File: src/rtl/role_ctrl_pkg.sv
// Shared definitions for the role control/status register block:
// register offsets (word index), AXI response codes, FSM state types.
package role_ctrl_pkg;

    localparam logic [2:0] REG_CTRL   = 3'd0;
    localparam logic [2:0] REG_STATUS = 3'd1;
    localparam logic [2:0] REG_SRC    = 3'd2;
    localparam logic [2:0] REG_DST    = 3'd3;
    localparam logic [2:0] REG_LEN    = 3'd4;
    localparam logic [2:0] REG_CYCLES = 3'd5;
    localparam logic [2:0] REG_ID     = 3'd6;
    localparam logic [2:0] REG_RSVD   = 3'd7;

    localparam logic [1:0] AXI_RESP_OKAY = 2'b00;

    typedef enum logic {W_IDLE = 1'b0, W_RESP = 1'b1} w_state_t;
    typedef enum logic {R_IDLE = 1'b0, R_DATA = 1'b1} r_state_t;

    // Merge a new write word into an existing register under byte enables.
    function automatic logic [31:0] apply_strb(input logic [31:0] old_val,
                                               input logic [31:0] new_val,
                                               input logic [3:0]  strb);
        logic [31:0] res;
        for (int i = 0; i < 4; i++) begin
            res[i*8 +: 8] = strb[i] ? new_val[i*8 +: 8] : old_val[i*8 +: 8];
        end
        return res;
    endfunction

endpackage

File: src/rtl/role_ctrl_regs.sv
// AXI4-Lite responder exposing the role's control/status registers:
// start pulse, soft reset, job descriptor, busy/done status and cycle count.
module role_ctrl_regs
    import role_ctrl_pkg::*;
#(
    parameter int          ADDR_W  = 8,
    parameter int          DATA_W  = 32,
    parameter logic [31:0] CORE_ID = 32'h5A5A0001
) (
    input  logic                clk,
    input  logic                rst_n,
    input  logic [ADDR_W-1:0]   s_awaddr,
    input  logic                s_awvalid,
    output logic                s_awready,
    input  logic [DATA_W-1:0]   s_wdata,
    input  logic [DATA_W/8-1:0] s_wstrb,
    input  logic                s_wvalid,
    output logic                s_wready,
    output logic [1:0]          s_bresp,
    output logic                s_bvalid,
    input  logic                s_bready,
    input  logic [ADDR_W-1:0]   s_araddr,
    input  logic                s_arvalid,
    output logic                s_arready,
    output logic [DATA_W-1:0]   s_rdata,
    output logic [1:0]          s_rresp,
    output logic                s_rvalid,
    input  logic                s_rready,
    output logic                role_start,
    output logic                role_srst,
    output logic [31:0]         role_src_addr,
    output logic [31:0]         role_dst_addr,
    output logic [31:0]         role_len,
    input  logic                role_busy,
    input  logic                role_done
);

    w_state_t    w_state_r, w_next_s;
    r_state_t    r_state_r, r_next_s;
    logic        ready_en_r;
    logic        awready_s, wready_s, bvalid_s, arready_s, rvalid_s;
    logic        wr_fire_s, rd_fire_s, ctrl_wr_s, start_accept_s, done_w1c_s;
    logic [2:0]  wr_sel_s, rd_sel_s;
    logic [31:0] rd_mux_s, rdata_r;
    logic        srst_r, done_r, role_start_r;
    logic [31:0] src_r, dst_r, len_r, cycles_r;
    logic        unused_addr_s;

    assign unused_addr_s = ^{s_awaddr[ADDR_W-1:5], s_awaddr[1:0],
                             s_araddr[ADDR_W-1:5], s_araddr[1:0]};

    assign wr_sel_s       = s_awaddr[4:2];
    assign rd_sel_s       = s_araddr[4:2];
    assign wr_fire_s      = awready_s;
    assign rd_fire_s      = arready_s && s_arvalid;
    assign ctrl_wr_s      = wr_fire_s && (wr_sel_s == REG_CTRL) && s_wstrb[0];
    // A write that also raises srst must not start the role.
    assign start_accept_s = ctrl_wr_s && s_wdata[0] && !s_wdata[1] && !role_busy && !srst_r;
    assign done_w1c_s     = wr_fire_s && (wr_sel_s == REG_STATUS) && s_wstrb[0] && s_wdata[1];

    // Keeps all ready outputs low while reset is asserted and for the first cycle after.
    always_ff @(posedge clk or negedge rst_n) begin
        if (!rst_n) begin
            ready_en_r <= 1'b0;
            w_state_r  <= W_IDLE;
            r_state_r  <= R_IDLE;
        end else begin
            ready_en_r <= 1'b1;
            w_state_r  <= w_next_s;
            r_state_r  <= r_next_s;
        end
    end

    // Write channel FSM: AW and W accepted together only.
    always_comb begin
        w_next_s  = w_state_r;
        awready_s = 1'b0;
        wready_s  = 1'b0;
        bvalid_s  = 1'b0;
        case (w_state_r)
            W_IDLE: begin
                if (ready_en_r && s_awvalid && s_wvalid) begin
                    awready_s = 1'b1;
                    wready_s  = 1'b1;
                    w_next_s  = W_RESP;
                end else begin
                    w_next_s  = W_IDLE;
                end
            end
            W_RESP: begin
                bvalid_s = 1'b1;
                if (s_bready) begin
                    w_next_s = W_IDLE;
                end else begin
                    w_next_s = W_RESP;
                end
            end
            default: w_next_s = W_IDLE;
        endcase
    end

    // Read channel FSM: one-cycle latency, data held until accepted.
    always_comb begin
        r_next_s  = r_state_r;
        arready_s = 1'b0;
        rvalid_s  = 1'b0;
        case (r_state_r)
            R_IDLE: begin
                arready_s = ready_en_r;
                if (ready_en_r && s_arvalid) begin
                    r_next_s = R_DATA;
                end else begin
                    r_next_s = R_IDLE;
                end
            end
            R_DATA: begin
                rvalid_s = 1'b1;
                if (s_rready) begin
                    r_next_s = R_IDLE;
                end else begin
                    r_next_s = R_DATA;
                end
            end
            default: r_next_s = R_IDLE;
        endcase
    end

    // Read data mux; CTRL[0] is write-only and always reads back 0.
    always_comb begin
        rd_mux_s = 32'h0000_0000;
        case (rd_sel_s)
            REG_CTRL:   rd_mux_s = {30'd0, srst_r, 1'b0};
            REG_STATUS: rd_mux_s = {30'd0, done_r, role_busy};
            REG_SRC:    rd_mux_s = src_r;
            REG_DST:    rd_mux_s = dst_r;
            REG_LEN:    rd_mux_s = len_r;
            REG_CYCLES: rd_mux_s = cycles_r;
            REG_ID:     rd_mux_s = CORE_ID;
            REG_RSVD:   rd_mux_s = 32'h0000_0000;
            default:    rd_mux_s = 32'h0000_0000;
        endcase
    end

    // Read data capture at the AR handshake.
    always_ff @(posedge clk or negedge rst_n) begin
        if (!rst_n) begin
            rdata_r <= 32'h0000_0000;
        end else if (rd_fire_s) begin
            rdata_r <= rd_mux_s;
        end else begin
            rdata_r <= rdata_r;
        end
    end

    // Control/descriptor registers and the start pulse.
    always_ff @(posedge clk or negedge rst_n) begin
        if (!rst_n) begin
            srst_r       <= 1'b0;
            src_r        <= 32'h0000_0000;
            dst_r        <= 32'h0000_0000;
            len_r        <= 32'h0000_0000;
            role_start_r <= 1'b0;
        end else begin
            role_start_r <= start_accept_s;
            if (ctrl_wr_s) begin
                srst_r <= s_wdata[1];
            end
            if (wr_fire_s) begin
                case (wr_sel_s)
                    REG_SRC: src_r <= apply_strb(src_r, s_wdata, s_wstrb);
                    REG_DST: dst_r <= apply_strb(dst_r, s_wdata, s_wstrb);
                    REG_LEN: len_r <= apply_strb(len_r, s_wdata, s_wstrb);
                    default: ;
                endcase
            end
        end
    end

    // Sticky done flag (set beats clear) and saturating busy-cycle counter.
    always_ff @(posedge clk or negedge rst_n) begin
        if (!rst_n) begin
            done_r   <= 1'b0;
            cycles_r <= 32'h0000_0000;
        end else begin
            if (srst_r) begin
                done_r <= 1'b0;
            end else if (role_done) begin
                done_r <= 1'b1;
            end else if (start_accept_s || done_w1c_s) begin
                done_r <= 1'b0;
            end else begin
                done_r <= done_r;
            end
            if (srst_r || start_accept_s) begin
                cycles_r <= 32'h0000_0000;
            end else if (role_busy && (cycles_r != 32'hFFFF_FFFF)) begin
                cycles_r <= cycles_r + 32'd1;
            end else begin
                cycles_r <= cycles_r;
            end
        end
    end

    assign s_awready     = awready_s;
    assign s_wready      = wready_s;
    assign s_bvalid      = bvalid_s;
    assign s_bresp       = AXI_RESP_OKAY;
    assign s_arready     = arready_s;
    assign s_rvalid      = rvalid_s;
    assign s_rdata       = rdata_r;
    assign s_rresp       = AXI_RESP_OKAY;
    assign role_start    = role_start_r;
    assign role_srst     = srst_r;
    assign role_src_addr = src_r;
    assign role_dst_addr = dst_r;
    assign role_len      = len_r;

endmodule

File: config.mk
export PLATFORM = sky130hd
export DESIGN_NAME = role_ctrl_regs
export DESIGN_NICKNAME = d
export VERILOG_FILES = /design/src/rtl/role_ctrl_pkg.sv /design/src/rtl/role_ctrl_regs.sv
export SDC_FILE = /design/constraint.sdc
export NUM_CORES = 1
export LEC_CHECK = 0
export BUFFER_PORTS_ARGS = -buffer_cell sky130_fd_sc_hd__buf_2
export CAP_MARGIN = 0
export CORE_MARGIN = 10
export CORE_UTILIZATION = 40
export CTS_CLUSTER_DIAMETER = 40
export CTS_CLUSTER_SIZE = 30
export DETAILED_ROUTE_END_ITERATION = 10
export GPL_ROUTABILITY_DRIVEN = 0
export MAX_ROUTING_LAYER = met4
export SLEW_MARGIN = 40
export SYNTH_ARGS = -nofsm -noshare
export SYNTH_HDL_FRONTEND = slang
export SYNTH_SLANG_ARGS = --single-unit
File: constraint.sdc
create_clock -name clk -period 4.7 [get_ports clk]
set_input_delay 0.705 -clock clk [delete_from_list [all_inputs] [get_ports clk]]
set_output_delay 0.705 -clock clk [all_outputs]
set_load 0.005 [all_outputs]
# Yosys cells after proc, flatten, opt, wreduce, memory -nomap -nowiden

Cells that the tools add are included.

Bitwise gates (word level): 2
Equality and inequality tests: 12
Add/sub/neg operators: 1
Reduce and logical (&&, ||, !) cells: 35
Multiplexer cells: 16

Operators by type and width:

| cell                    | count |
|---|---|
| $pmux W32 S8            | 1 |
| $mux W32                | 2 |
| $reduce_and A3 Y1       | 12 |
| $add A32 B1 Y32 const B | 1 |
| $ne A32 B32 Y1 const B  | 1 |
| $eq A3 B3 Y1 const B    | 5 |
| $logic_and A1 B1 Y1     | 14 |
| $eq A3 B2 Y1 const B    | 4 |
| $mux W1                 | 11 |
| $eq A3 B1 Y1 const B    | 2 |
| $logic_not A3 Y1        | 2 |
| $pmux W1 S2             | 2 |
| $logic_not A1 Y1        | 3 |
| $reduce_bool A3 Y1      | 1 |
| $logic_or A1 B1 Y1      | 2 |
| $not A1 Y1              | 2 |
| $reduce_bool A2 Y1      | 1 |

Output and inout port bits: 139
Input port bits: 61
Word-level logic and storage cells: 86
Bits in registers: 166

# Depth between registers and ports, before layout

Gate-level depths: netlist of the first run.

Depth after elaboration: 14
Mapped depth: 8
Gate-level depth less buffers: 6

# Worst setup path after synthesis of the first run

Ideal clock, no wire load.

Path type: input port to flip-flop
Start: input port role_busy
End: register cycles_r[25]
Path slack: 2386 ps
Arrival time: 2174 ps
Required time: 4561 ps
Path buffers: 1
Library setup time: 139 ps
Cell stages on the path: 6
Path through: buf_2 nand2_1 or4_4 nor4_4 a31o_2 a21oi_1

Cells in the longest elaborated chain, start to end: 5
Elaborated cells on any way between the ends: 7
Classes of those cells: 1 x mux; 6 x reduce/logical

RTL lines:

| element                                               | RTL line              | source |
|---|---|---|
| from (decl)                                           | role_ctrl_regs.sv:34  | `input logic role_busy,` |
| $logic_not A1 Y1                                      | role_ctrl_regs.sv:58  | `assign start_accept_s = ctrl_wr_s && s_wdata[0] && !s_wdata[1] && !role_busy && !srst_r;` |
| $logic_and A1 B1 Y1 (2 in series)                     | role_ctrl_regs.sv:58  |  |
| $logic_or A1 B1 Y1                                    | role_ctrl_regs.sv:194 | `if (srst_r \|\| start_accept_s) begin` |
| $mux W32 / $reduce_bool A2 Y1 (equally long branches) | -                     |  |
| to (signal assigned)                                  | role_ctrl_regs.sv:197 | `cycles_r <= cycles_r + 32'd1;` |
| to (signal assigned)                                  | role_ctrl_regs.sv:199 | `cycles_r <= cycles_r;` |
| to (decl)                                             | role_ctrl_regs.sv:46  | `logic [31:0] src_r, dst_r, len_r, cycles_r;` |

Several ways; a longest one is shown, not always the timed one.
A chain may end at the register's enable or synchronous reset.

# Final worst setup path of the first run

Start: register cycles_r[0]
End: register cycles_r[9]

Cells in the longest elaborated chain, start to end: 3
Elaborated cells on any way between the ends: 6
Classes of those cells: 1 x add/sub; 1 x eq/ne; 2 x mux; 2 x reduce/logical

RTL lines:

| element                                                  | RTL line                                     | source |
|---|---|---|
| $add A32 B1 Y32 / $ne A32 B32 Y1 (equally long branches) | role_ctrl_regs.sv:197, role_ctrl_regs.sv:196 |  |
| $mux W32 / $logic_and A1 B1 Y1 (equally long branches)   | role_ctrl_regs.sv:196                        | `end else if (role_busy && (cycles_r != 32'hFFFF_FFFF)) begin` |
| $mux W32 / $reduce_bool A2 Y1 (equally long branches)    | -                                            |  |

Several ways; a longest one is shown, not always the timed one. The select of a mux whose other input is x is not followed.

==> metrics.md, run 1 <==
| Metric | Value |
|---|---|
| Post-DP HPWL | `16.4 mm` |
| CP max stage delay | `0.53 ns` |
| Commonest cells post-synth | `dfrtp_1, mux2_2, nand2_1, o21ai_0` |
| Max Transition Viols Final | `0` |
| Top_reg_cell synth | `dfrtp_1` |
| Critical path endpoint category | `register` |
| Nets | `910` |
| Fmax | `383 MHz` |
| Post_cts resized | `0` |
| Clk_skew | `0.00703 ns` |
| Pin count of the biggest net entering global routing | `101` |
| Vias after detailed routing | `6048` |
| RSZ-0062 raised after global routing | `no` |
| H-tree levels | `4` |
| Top-count cell post-synth | `dfrtp_1` |
| Worst Path Required | `5.00 ns` |
| Setup Viol. Count Final | `0` |
| Worst hold slack | `0.273 ns` |
| CP max stage cell | `o31ai_4` |
| Post-CTS setup buffers | `0` |
| Register bit total from synthesis | `166` |
| CTS tree | `yes` |
| CTS Hold Bufs | `0` |
| IO Port Bufs | `185` |
| CTS root buf | `clkbuf_16` |
| Slew HR | `0.484` |
| Core Box Area | `18900 sq um` |
| Clk sinks | `166` |
| Initial core utilization | `0.410` |
| Reg2Reg Launch Point | `cycles_r[0]$_DFFE_PN0P_` |
| Clock Latency Late Sink | `0.43 ns` |
| Maximum buffer depth of the clock tree | `2` |
| Fin. Hold Viols | `0` |
| Wire per inst | `20.5 microns` |
| Worst R2R Setup Slack | `2.09 ns` |
| Post-synth top area share | `0.536` |
| Area grow syn2layout | `23.2%` |
| Max FO, Critical Path | `10` |
| Async set or reset register ratio after synthesis | `1.00` |
| Floorplan die width | `159 microns` |
| Die area | `25300 sq um` |
| Sequential area share after synthesis | `0.536` |
| Vias in the first global route | `6214` |
| CP arrival | `2.91 ns` |
| Detailed Routing Iterations Pass 1 | `7` |
| Std-Cell Rows | `50` |
| Gr ovfl total | `0` |
| Area leader, netlist | `dfrtp_1` |
| Status | `finished clean` |
| Max_cap viols | `0` |
| Synth Instances | `672` |
| Tcrit/Tclk final | `0.556` |
| Setup Crit Path Kind | `reg -> reg` |
| Share of layout cells above drive strength 1 | `0.410` |
| VDD IR max | `260 uV` |
| Post-route minimum period | `2.61 ns` |
| CTS buffer count | `17` |
| Delay-heaviest family, CP | `simple AND/OR/NAND/NOR gates` |
| Setup TNS | `0 ns` |
| Worst-path cell chain | `ha_1, and4_1, nand4_1, o31ai_4, buf_6, buf_4, or3_1, a21oi_2` |
| Initial detailed-routing violation count | `354` |
| Synthesized cell area | `7740 sq um` |
| DR DRC count | `0` |
| Worst hold path class | `in -> async` |
| Total power draw | `3.69 mW` |
| Crit path launch type | `register` |
| GR Util All Layers | `0.184` |
| Worst slew pin tran | `0.767 ns` |
| RR Endpoint | `cycles_r[9]$_DFFE_PN0P_` |
| IO Pins | `200` |
| Reg2reg path depth | `8` |
| Number of flops mapped to enable cells by yosys | `0` |
| Top post-synthesis cells by area | `dfrtp_1, mux2_2, o21ai_0` |
| Synth cell types | `63` |
| DRT antenna net count | `0` |
| Synthesis Warnings | `0` |
| Pwr dens | `386 nW/um^2` |
| First-pass GRT wire length | `36.4 mm` |
| Vias per inst | `5.39` |
| Initial antenna violation count | `3` |
| Syn Area/Cell | `11.5 sq um` |
| Die span in y | `159 microns` |
| Leak | `4.67 nW` |
| Buffers & Inverters on Critical Path | `2` |
| Clock Pin Slew Worst Setup and Hold Paths | `0.06 ns` |
| Filler cells | `1788` |
| WL final | `23.0 mm` |
## per-layer routing
metal | global-route usage | part of all wire
met1 | 0.257 | 0.48
met2 | 0.261 | 0.44
met3 | 0.0457 | 0.070
met4 | 0.0468 | 0.0083
met5 | - | 0
## worst reg2reg max path: stages (launching register included)
cell and delay (ns):
dfrtp_1 0.47, ha_1 0.24, and4_1 0.31, nand4_1 0.38
o31ai_4 0.53, buf_6 0.21, buf_4 0.17, or3_1 0.13
a21oi_2 0.05
## final cells by class
class                   count  area, sq um  area share
clock inverters             9          125      0.0131
well taps                 260          325      0.0341
repair buffers            194         1020       0.106
multi-input cells         455         3390       0.355
clock buffers              22          474      0.0497
diodes                      3         7.51    0.000787
flip-flops and latches    166         4150       0.435
inverters                  14         52.6     0.00551
## cells by family (layout without fill, tap and decap cells)
logic type,after synthesis,after routing,synth area share
flip-flops,166,166,0.536
multiplexers,105,105,0.151
XOR/XNOR,8,8,0.0100
buffers and inverters,54,239,0.0328
adder cells (fa/ha/maj),1,1,0.00162
AO/OA/AOI/OAI,159,159,0.145
other,2,8,0.000970
AND/OR/NAND/NOR,177,177,0.122
## power breakdown
part	internal (mW)	leakage, nW	switching [mW]
combinational	0.258	2.14	0.271
clock	0.872	0.292	0.554
sequential	1.59	2.24	0.142
total	2.72	4.67	0.968
## how the worst max path moves through the flow
stage | startpoint | end | depth (start not counted)
floorplan | role_busy | cycles_r[25]$_DFFE_PN0P_ | 6
global placement | s_araddr[2] | s_rdata[3]$_DFFE_PN0P_ | 6
detailed placement | s_araddr[4] | s_rdata[15]$_DFFE_PN0P_ | 6
CTS | cycles_r[0]$_DFFE_PN0P_ | cycles_r[9]$_DFFE_PN0P_ | 8
global route | cycles_r[0]$_DFFE_PN0P_ | cycles_r[9]$_DFFE_PN0P_ | 8
finish | cycles_r[0]$_DFFE_PN0P_ | cycles_r[9]$_DFFE_PN0P_ | 8
## placed cells by master (no fill, tap or decap), drive strengths merged, types with 6 or more instances in the layout
cell / count
dfrtp: 166
nand3: 26
a221oi: 22
nand4: 12
nand2: 59
a22o: 26
nor3: 8
nor2: 19
and3: 6
or3: 9
buf: 194
inv: 14
clkbuf: 22
or4: 6
xnor2: 6
nor4: 8
a31o: 6
o21ai: 53
a21oi: 31
mux2: 97
mux2i: 8
## per-stage QoR
| stage | area, sq um | utilization | worst slack [ns] | std cells |
|---|---|---|---|---|
| after detailed placement | 8930 | 0.473 | 1.73 | 1089 |
| after global placement | 8900 | 0.471 | 1.61 | 1087 |
| after global routing | 9540 | 0.505 | 1.89 | 1123 |
| final | 9540 | 0.505 | 2.09 | 1123 |
| after floorplan | 7750 | - | 2.39 | 675 |
| after CTS | 9530 | 0.505 | 2.10 | 1120 |
## state kept, by name, summed over array words and instances, names as in the netlist
register	flops
role_dst_addr	32
ready_en_r	1
role_srst	1
s_rdata	32
role_len	32
cycles_r	32
done_r	1
role_src_addr	32
r_state_r	1
role_start	1
w_state_r	1
(Power assumes the default switching activity.)
==> run 2: changes to the inputs <==
--- a/config.mk
+++ b/config.mk
@@ -14,6 +14,7 @@
 export DETAILED_ROUTE_END_ITERATION = 10
 export GPL_ROUTABILITY_DRIVEN = 0
 export MAX_ROUTING_LAYER = met4
+export PLACE_DENSITY = 0.66
 export SLEW_MARGIN = 40
 export SYNTH_ARGS = -nofsm -noshare
 export SYNTH_HDL_FRONTEND = slang
==> constraint.sdc (replaced) <==
create_clock -name clk -period 2.3 [get_ports clk]
set_input_delay 0.345 -clock clk [delete_from_list [all_inputs] [get_ports clk]]
set_output_delay 0.345 -clock clk [all_outputs]
set_load 0.005 [all_outputs]
==> run 2 against run 1 <==
Effect of this change:
- total power up 100%
- die area unchanged
- cell count up 3.2%
- global-route usage rose by 0.15 points
- non-clock buffer count up 38
- sequential share of layout area down 1.1 points
- critical path depth shrank 1
- first-iteration DRC count is 17% higher
- maximum frequency is 25% higher
- worst setup slack got worse by 1.9 ns
- clock-buffer cell count fell by 1
==> metrics.md, run 2 (synthesis results as in run 1) <==
| Metric | Value |
|---|---|
| Maximum buffer depth of the clock tree | `2 (unchanged)` |
| Post-route minimum period | `2.09 ns (-0.522 ns)` |
| Max Transition Viols Final | `0 (unchanged)` |
| Vias in the first global route | `6344 (+2.1%)` |
| Most common cell after layout, fill and taps aside | `buf_2` |
| Worst-path cell chain | `ha_1, and4_1, nand4_1, buf_4, nor4_1, xnor2_1, nor2_1` |
| Die area | `25300 sq um (unchanged)` |
| Setup Viol. Count Final | `0 (unchanged)` |
| Area grow syn2layout | `26.4%` |
| Final core occ | `0.518 (+0.0130)` |
| Die span in y | `159 microns (unchanged)` |
| Worst Path Required | `2.61 ns (-2.39 ns)` |
| RSZ-0062 raised after global routing | `no` |
| Tcrit/Tclk final | `0.908 (+0.353)` |
| Share of layout cells above drive strength 1 | `0.433 (+0.0227)` |
| Wire per inst | `20.0 microns (-2.3%)` |
| CTS tree | `yes` |
| Leak | `4.82 nW (+3.2%)` |
| Critical path endpoint category | `register` |
| Initial antenna violation count | `1 (-2)` |
| Nets | `948 (+4.2%)` |
| Crit path launch type | `register` |
| CP max stage delay | `0.43 ns (-0.10 ns)` |
| Detailed Routing Iterations Pass 1 | `4 (-3)` |
| Vias after detailed routing | `6256 (+3.4%)` |
| IO Pins | `200 (unchanged)` |
| Filler cells | `1701 (-4.9%)` |
| CTS root buf | `clkbuf_16` |
| H-tree levels | `4 (unchanged)` |
| IO Port Bufs | `185 (unchanged)` |
| Register area | `4150 sq um (unchanged)` |
| DR DRC count | `0 (unchanged)` |
| CP arrival | `2.39 ns (-0.52 ns)` |
| Vias per inst | `5.40 (+0.23%)` |
| Clk_skew | `0.0125 ns (+0.00544 ns)` |
| Max FO, Critical Path | `6 (-4)` |
| Slew HR | `0.582 (+0.0973)` |
| WL final | `23.2 mm (+0.83%)` |
| VDD IR max | `544 uV (+110%)` |
| Max_cap viols | `0 (unchanged)` |
| Fin. Hold Viols | `0 (unchanged)` |
| Floorplan die width | `159 microns (unchanged)` |
| Clock Pin Slew Worst Setup and Hold Paths | `0.07 ns (about the same)` |
| Worst slew pin tran | `0.627 ns (-0.140 ns)` |
| GR Util All Layers | `0.186 (+0.00150)` |
| Clk sinks | `166 (unchanged)` |
| Fmax | `479 MHz (+25%)` |
| Pin count of the biggest net entering global routing | `76 (-25%)` |
| CP max stage cell | `dfrtp_1` |
| Clock Latency Late Sink | `0.43 ns (about the same)` |
| Post_cts resized | `0 (unchanged)` |
| Std-Cell Rows | `50 (unchanged)` |
| Total power draw | `7.42 mW (+100%)` |
| Commonest cells after routing, fill and taps aside | `buf_2, dfrtp_1, mux2_2` |
| Setup TNS | `0 ns (unchanged)` |
| Initial core utilization | `0.410 (unchanged)` |
| First-pass GRT wire length | `36.7 mm (+0.83%)` |
| Initial detailed-routing violation count | `413 (+17%)` |
| Pwr dens | `758 nW/um^2 (+96%)` |
| Setup Crit Path Kind | `reg -> reg` |
| DRT antenna net count | `0 (unchanged)` |
| Core Box Area | `18900 sq um (unchanged)` |
| Gr ovfl total | `0 (unchanged)` |
| Worst hold path class | `in -> reg` |
| Post-DP HPWL | `17.1 mm (+4.4%)` |
| Multi-input gate area | `3370 sq um (-0.41%)` |
| CTS buffer count | `17 (unchanged)` |
| Status | `finished clean` |
run 2: changes by cell type in the layout (fill, tap and decap cells not counted), moves of 2 or more:
cell	change
buf_4	+37
bufinv_16	-2
clkinv_2	-3
clkinvlp_4	+4
diode_2	-2
run 2: worst max-delay path, delay by kind of cell (launching register included):
kind / cells / cell delay, ns
xor+xnor: 1 / 0.16
flops: 1 / 0.43
buf+inv: 1 / 0.23
fa+ha+maj: 1 / 0.23
simple gates: 4 / 0.91
run 2: worst paths after layout:
| path | startpoint | endpoint | slack [ns] | cells after the start |
|---|---|---|---|---|
| worst min-delay path | s_rready | r_state_r$_DFF_PN0_ | 0.1 | 2 |
| max in group asynchronous | rst_n | role_src_addr[11]$_DFFE_PN0P_ | 1.11 | 3 |
| min in group asynchronous | rst_n | role_src_addr[20]$_DFFE_PN0P_ | 0.38 | 2 |
| worst max-delay path | cycles_r[1]$_DFFE_PN0P_ | cycles_r[22]$_DFFE_PN0P_ | 0.21 | 7 |
| worst min register to register | s_rdata[10]$_DFFE_PN0P_ | s_rdata[10]$_DFFE_PN0P_ | 0.47 | 2 |
| worst max register to register | cycles_r[1]$_DFFE_PN0P_ | cycles_r[22]$_DFFE_PN0P_ | 0.21 | 7 |
run 2: final cells by class:
| cell class | instances | share of cell area |
|---|---|---|
| Antenna cell | 1 | 0.000256 |
| Multi-Input combinational cell | 455 | 0.345 |
| Clock buffer | 21 | 0.0481 |
| Inverter | 14 | 0.00537 |
| Clock inverter | 10 | 0.00997 |
| Sequential cell | 166 | 0.424 |
| Timing Repair Buffer | 232 | 0.134 |
| Tap cell | 260 | 0.0332 |
run 2: per-stage QoR:
stage | cell area (sq um) | setup slack [ns] | instances | hold WS, ns
after detailed placement | 9210 | 0.243 | 1126 | 0.263
final | 9790 | 0.211 | 1159 | 0.0997
after global placement | 9210 | 0.281 | 1126 | 0.269
after CTS | 9780 | 0.229 | 1158 | 0.0850
after global routing | 9790 | 0.0782 | 1159 | 0.0869
after floorplan | 7750 | 0.255 | 675 | 0.0494
run 2: layer usage:
layer | share of wire | routed length, microns | GRT usage
met5 | 0 | 0 | -
met4 | 0.0087 | 201 | 0.0392
met3 | 0.057 | 1330 | 0.0527
met2 | 0.45 | 10500 | 0.274
met1 | 0.48 | 11100 | 0.250
run 2: power by group:
group	leakage (nW)	switching [mW]	internal [mW]
clock	0.260	1.18	1.57
sequential	2.24	0.285	3.25
combinational	2.32	0.574	0.562
run 2: repair_timing:
action	4_1_cts	5_1_grt
endpoints found under the hold margin	33	0
hold buffers	1	0
setup buffers	0	0
